**src/rtl/demux216_q.sv**
```systemverilog
//------------------------------------------------------------------------------
// Module   : demux216_q
// Purpose  : 1-to-2 stream demultiplexer. Each output channel has a 2-entry
//            FIFO and an optional saturating delivered-word counter.
// Options  : DEMUX216_CNT_EN - include the per-channel transfer counters.
// Revision : 1.0 - initial release
//------------------------------------------------------------------------------
`default_nettype none

module demux216_q #(
  parameter int WIDTH = 16
) (
  input  logic             clk,
  input  logic             rst,
  input  logic             in_valid,
  output logic             in_ready,
  input  logic [WIDTH-1:0] in_data,
  input  logic             in_sel,
  output logic             out0_valid,
  input  logic             out0_ready,
  output logic [WIDTH-1:0] out0_data,
  output logic             out1_valid,
  input  logic             out1_ready,
  output logic [WIDTH-1:0] out1_data,
  input  logic             cnt_clr,
  output logic [7:0]       cnt0,
  output logic [7:0]       cnt1
);

  localparam logic [1:0] c_occ_full = 2'd2;
  localparam logic [7:0] c_cnt_max  = 8'd255;

  logic [1:0]       w_push;
  logic [1:0]       w_pop;
  logic [1:0]       w_valid;
  logic [1:0]       w_notfull;
  logic [1:0]       w_oready;
  logic [WIDTH-1:0] w_head [2];

  assign w_oready = {out1_ready, out0_ready};

  // Readiness looks only at the addressed FIFO's current occupancy, so a full
  // FIFO stays blocked even when it is being drained in the same cycle.
  assign in_ready = in_sel ? w_notfull[1] : w_notfull[0];

  for (genvar k = 0; k < 2; k++) begin : g_ch
    logic [WIDTH-1:0] r_mem [2];
    logic             r_wptr;
    logic             r_rptr;
    logic [1:0]       r_occ;

    assign w_push[k]    = in_valid && in_ready && (in_sel == 1'(k));
    assign w_pop[k]     = w_valid[k] && w_oready[k];
    assign w_valid[k]   = (r_occ != 2'd0);
    assign w_notfull[k] = (r_occ != c_occ_full);
    assign w_head[k]    = r_mem[r_rptr];

    always_ff @(posedge clk or posedge rst) begin
      if (rst) begin
        r_mem[0] <= '0;
        r_mem[1] <= '0;
        r_wptr   <= 1'b0;
        r_rptr   <= 1'b0;
        r_occ    <= 2'd0;
      end else begin
        if (w_push[k]) begin
          r_mem[r_wptr] <= in_data;
          r_wptr        <= ~r_wptr;
        end
        if (w_pop[k]) begin
          r_rptr <= ~r_rptr;
        end
        case ({w_push[k], w_pop[k]})
          2'b10:   r_occ <= r_occ + 2'd1;
          2'b01:   r_occ <= r_occ - 2'd1;
          default: r_occ <= r_occ;
        endcase
      end
    end
  end

  assign out0_valid = w_valid[0];
  assign out1_valid = w_valid[1];
  assign out0_data  = w_head[0];
  assign out1_data  = w_head[1];

`ifdef DEMUX216_CNT_EN
  logic [7:0] r_cnt [2];

  for (genvar k = 0; k < 2; k++) begin : g_cnt
    always_ff @(posedge clk or posedge rst) begin
      if (rst) begin
        r_cnt[k] <= 8'd0;
      end else if (cnt_clr) begin
        r_cnt[k] <= 8'd0;
      end else if (w_pop[k] && (r_cnt[k] != c_cnt_max)) begin
        r_cnt[k] <= r_cnt[k] + 8'd1;
      end
    end
  end

  assign cnt0 = r_cnt[0];
  assign cnt1 = r_cnt[1];
`else
  logic w_unused_cnt_clr;

  assign w_unused_cnt_clr = cnt_clr;
  assign cnt0             = 8'd0;
  assign cnt1             = 8'd0;
`endif

endmodule

`default_nettype wire

```
**config.mk**
```make
export PLATFORM = sky130hd
export DESIGN_NAME = demux216_q
export DESIGN_NICKNAME = d
export VERILOG_FILES = /design/src/rtl/demux216_q.sv
export SDC_FILE = /design/constraint.sdc
export NUM_CORES = 1
export LEC_CHECK = 0
export CAP_MARGIN = 15
export CORE_UTILIZATION = 54
export CTS_CLUSTER_SIZE = 14
export DETAILED_ROUTE_END_ITERATION = 7
export GPL_TIMING_DRIVEN = 0
export HOLD_SLACK_MARGIN = 0.08
export MAX_ROUTING_LAYER = met4
export PLACE_DENSITY_LB_ADDON = 0.05
export SYNTH_ARGS = -nofsm -noshare
export SYNTH_HDL_FRONTEND = slang
export SYNTH_SLANG_ARGS = --single-unit
```
**constraint.sdc**
```tcl
create_clock -name clk -period 3.8 [get_ports clk]
set_input_delay 0.38 -clock clk [delete_from_list [all_inputs] [get_ports clk]]
set_output_delay 0.38 -clock clk [all_outputs]
set_load 0.03 [all_outputs]
```
### Word level (Yosys, flattened, before mapping)

Index checks and enable logic that the tools add are counted.
Widths: inputs -> output; s select.

* add/sub/neg operators: 4
* $lt $le $gt $ge: 6
* equal/unequal tests: 6
* multiplexer cells: 15
* bitwise gates (word level): 9
* reduce and logical (&&, ||, !) cells: 11

Operators with widths (count)
* $mux 16: 8
* $bwmux 32: 2
* $demux 16 s1: 2
* $ge 2x2->1 const B: 4
* $not 1->2: 4
* $pmux 2 s2: 2
* $reduce_bool 2->1: 4
* $logic_and 1x1->1: 7
* $not 1->1: 5
* $add 2x1->2 const B: 2
* $eq 2x1->1 const B: 2
* $eq 2x2->1 const B: 2
* $lt 2x1->1 const B: 2
* $ne 2x2->1 const B: 2
* $sub 2x1->2 const B: 2
* $mux 1: 1

* register bits: 72
* input bits: 23
* word-level logic and storage cells: 61

### Logic depth before layout (Yosys ltp)

* depth in word-level cells: 6
* mapped depth: 6

### Worst setup path after synthesis

Ideal clock, no wire load.

* kind: register to register
* start: register g_ch[1].r_occ[0]
* end: register g_ch[1].r_occ[1]
* data arrival time: 1.577 ns
* data required time: 3.721 ns
* setup slack: 2.144 ns
* cell stages (with the launch flop): 6
* buffers on the path: 0
* clock period less this slack: 1.656 ns
* path through: dfrtp_1 -> or2_2 -> and2_1 -> ha_1 -> nor2_1 -> xor2_1

RTL lines
* start: declaration: RTL line 50 `logic [1:0] r_occ;`
* start signal: assignment: RTL line 74 `2'b10: r_occ <= r_occ + 2'd1;`
* start signal: assignment: RTL line 75 `2'b01: r_occ <= r_occ - 2'd1;`
* start signal: assignment: RTL line 76 `default: r_occ <= r_occ;`
* $reduce_bool 2->1 *: RTL line 54 `assign w_valid[k] = (r_occ != 2'd0);`
* net out1_valid: RTL line 22 `output logic out1_valid,`
* $logic_and 1x1->1 *: RTL line 53 `assign w_pop[k] = w_valid[k] && w_oready[k];`
* net w_pop[1]: RTL line 34 `logic [1:0] w_pop;`
* $eq 2x1->1 or $eq 2x2->1 (tied branches): RTL line 73 `case ({w_push[k], w_pop[k]})`
* $pmux 2 s2 or $reduce_bool 2->1 (tied branches)

Mark *: on every way through the listed nets, which the timed path passes. The rest lies on a longest branch.
A chain may end at the register's enable or synchronous reset.

### Worst setup path after layout

* start: register g_ch[0].r_rptr
* end: output port out0_data[12]

* cells in the longest elaborated chain, start to end: 4

RTL lines
* start: declaration: RTL line 49 `logic r_rptr;`
* start signal: assignment: RTL line 71 `r_rptr <= ~r_rptr;`
* $not 1->2 (not written as such): RTL line 56 `assign w_head[k] = r_mem[r_rptr];`
* $mux 16 (not written as such) (3 in series): RTL line 56
* end: declaration: RTL line 21 `output logic [WIDTH-1:0] out0_data,`

No other way between the ends. The select of a mux whose other input is x is not followed.

==> reports/metrics.yaml <==
sta:
  finalHoldViolCount: 0
  max_freq_ghz: 0.356
  tightestPinTransition_ns: 0.522
  fin_worst_skew_ns: 0.00661
  setup_viol: 0
  fin_crit_sh_pct: 73.9
  final_max_slew_viol_count: 0
  tns_ns: 0
  layout_setup_ws_ns: 0.991
  rsz0062_at_grt: "no"
  period_minus_slack_ns: 2.81
  max_slew_margin_pct: 65.2
pwr:
  power.clock.fraction_pct: 16.9
  comb_power_share_pct: 52.0
  p_int_mw: 2.81
  p_sw_mw: 1.59
  p_seq_share_pct: 31.1
  p_leak_nw: 1.93
  vdd_ir_drop_max_uv: 588
  swShare_pct: 36.1
  power.density_nw_per_um2: 1000
clock_network:
  clock-sinks: 72
  ctsHoldBuffers: 0
  cts_root_buf: "clkbuf_8"
  cts_tree: "done"
  path_clk_slew_ns: 0.08
  cts_buffer_depth: 2
  htree_levels: 3
  numCtsBuffers: 9
  worstSkewPairLatency_ns: 0.34
  postCtsSetupRepairBufs: 0
  ctsResizeCount: 0
route:
  avgViaCountPerCell: 4.98
  drc_errors: 0
  wire_per_inst_um: 15.7
  num_vias: 1933
  drt_iter0_drc: 60
  wirelength_mm: 6.07
  drt_first_pass_iters: 5
  antenna_left: 0
grt:
  grt_start_max_net_pins: 73
  grt_pass1_vias: 1949
  grt_usage_pct: 20.9
  overflow: 0
  antenna_found_initial: 0
  grt_first_pass_wirelength_mm: 9.69
placed_design:
  place_ws_ns: 1.33
  port_buffers: 55
  hpwl_mm: 4.06
  dpl_cell_area_um2: 4140
  gp_congestion: 0.723
  dp_cells: 372
outcome:
  run_status: "completed"
critical_path:
  cpPeakStageDelay_ns: 0.60
  worst-path-max-fanout: 10
  worstSetupStartpointType: "flop"
  crit_path_end_kind: "output port"
  crit_chain: "clkbuf_1, buf_2, mux2_2, clkdlybuf4s50_1"
  crit_required_ns: 3.42
  critPathArrivalTime_ns: 2.43
  timing.rr.start: "g_ch[1].r_occ[1]$_DFFE_PP0P_"
  reg2reg_to: "g_ch[1].r_mem[18]$_DFFE_PP0P_"
  rr_worst_depth: 4
  rrSetupSlack_ns: 2.11
  critPathSlowestCell: "clkdlybuf4s50_1"
  criticalPathCategory: "reg2out"
final_layout:
  drive_gt1_share_pct: 46.3
  fill_cells: 419
  area.growth.synth_to_final_pct: 28.9
  final_cell_count_no_fill: 388
  finalInstanceArea_um2: 4390
  multiInputGateArea_um2: 1460
  fin_nets: 333
  n_antenna_cell: 0
  seqCellArea_um2: 1800
logic_synthesis:
  syn_area_um2: 3410
  ys.flop_type: "dfrtp_1"
  synth-async-reset-ratio_pct: 100
  synth.distinct_cells: 28
  yosys_warnings: 0
  seq_area_frac_synth_pct: 52.9
  synth_edf_count: 0
  synth_seq_cells: 72
  syn_inst: 226
  synth.avg_cell_area_um2: 15.1
floorplan:
  top_level_ports: 74
  start_util_pct: 56.9
  die_w_um: 81.4
  core-area_um2: 5990
  die_y_um: 81.4
  dieArea_um2: 6630
  rows: 28
run:
  maxCapViolCount: 0
min_path:
  hold_path_class: "in2async"
## kinds of logic after synthesis
logic type | count (synthesis) | synth area share [%]
multiplexers | 96 | 33.0
flip-flops | 72 | 52.9
buffers and inverters | 27 | 6.02
AND/OR/NAND/NOR | 17 | 4.56
XOR/XNOR | 10 | 2.57
adder cells (fa/ha/maj) | 2 | 0.735
other | 1 | 0.110
AO/OA/AOI/OAI | 1 | 0.147
## cells in the mapped netlist (all sizes together) (2+ instances only)
| cell type | n | area share, % |
|---|---|---|
| nor2 | 3 | 0.33 |
| buf | 23 | 5.5 |
| and2 | 2 | 0.37 |
| xnor2 | 6 | 1.5 |
| ha | 2 | 0.73 |
| dfrtp | 72 | 53 |
| xor2 | 4 | 1.0 |
| clkbuf | 3 | 0.37 |
| or2 | 2 | 0.37 |
| nand2b | 2 | 0.59 |
| mux2 | 96 | 33 |
## metal layers
layer | up-vias | track usage (%) | wire length (um)
met2 | 46 | 33.1 | 2950
met4 | 0 | 7.50 | 75
met3 | 6 | 5.22 | 277
li1 | 915 | - | -
met5 | - | - | 0
met1 | 966 | 26.1 | 2770
## worst max-delay path by stage
stage | to | cells past startpoint | slack, ns | from
after CTS | out0_data[12] | 4 | 0.95 | g_ch[0].r_rptr$_DFFE_PP0P_
after global routing | out0_data[14] | 4 | 0.85 | g_ch[0].r_rptr$_DFFE_PP0P_
after global placement | g_ch[0].r_mem[7]$_DFFE_PP0P_ | 2 | 0.34 | rst
after detailed placement | out0_data[12] | 4 | 1.33 | g_ch[0].r_rptr$_DFFE_PP0P_
final | out0_data[12] | 4 | 0.99 | g_ch[0].r_rptr$_DFFE_PP0P_
after floorplan | g_ch[0].r_mem[0]$_DFFE_PP0P_ | 1 | 1.60 | rst
## critical path, delay by kind of cell (launching register included)
family | cells | cell delay (ns)
buffers and inverters | 3 | 1.40
muxes | 1 | 0.39
DFF | 1 | 0.32
## final cells by class
| class | count | area share, % |
|---|---|---|
| clock inverter | 5 | 2.34 |
| clock buffer | 11 | 3.45 |
| sequential | 72 | 41.0 |
| multi-input combinational | 142 | 33.1 |
| tap | 75 | 2.14 |
| buffer | 26 | 4.59 |
| timing repair buffer | 56 | 13.2 |
| inverter | 1 | 0.142 |
## stage by stage
stage                     total power [mW]  hold slack [ns]  utilization, %
after floorplan                       2.93            0.469               -
after global placement                3.64            0.481            68.5
after detailed placement              3.69            0.489            69.0
after CTS                             4.45            0.470            73.3
after global routing                  4.65            0.501            73.3
final                                 4.40            0.473            73.3
## layout by cell type (no fill, tap or decap), types with 2 or more instances in the layout
cell type,Yosys,routed
clkbuf_8,0,11
conb_1,1,16
clkbuf_1,2,2
dfrtp_1,72,72
mux2_4,11,11
xnor2_1,6,6
buf_2,3,3
buf_4,16,16
or2_2,2,2
nor2_1,3,3
clkdlybuf4s50_1,0,55
and2_1,2,2
xor2_1,4,4
ha_1,2,2
bufinv_16,0,3
buf_6,3,3
mux2_2,85,85
## power by group through the flow
stage          sequential (mW)  combinational [mW]  clock [mW]
6_report                  1.37                2.29       0.744
5_1_grt                   1.42                2.43       0.794
4_1_cts                   1.37                2.32       0.760
3_5_place_dp              1.38                2.30           0
3_3_place_gp              1.37                2.27           0
2_1_floorplan             1.32                1.61           0
## flip-flops by register name, indices dropped and copies added, names as in the netlist
register and cells:
g_ch.r_mem 64, g_ch.r_occ 4, g_ch.r_rptr 2, g_ch.r_wptr 2
Power figures use the tool's default switching activity.
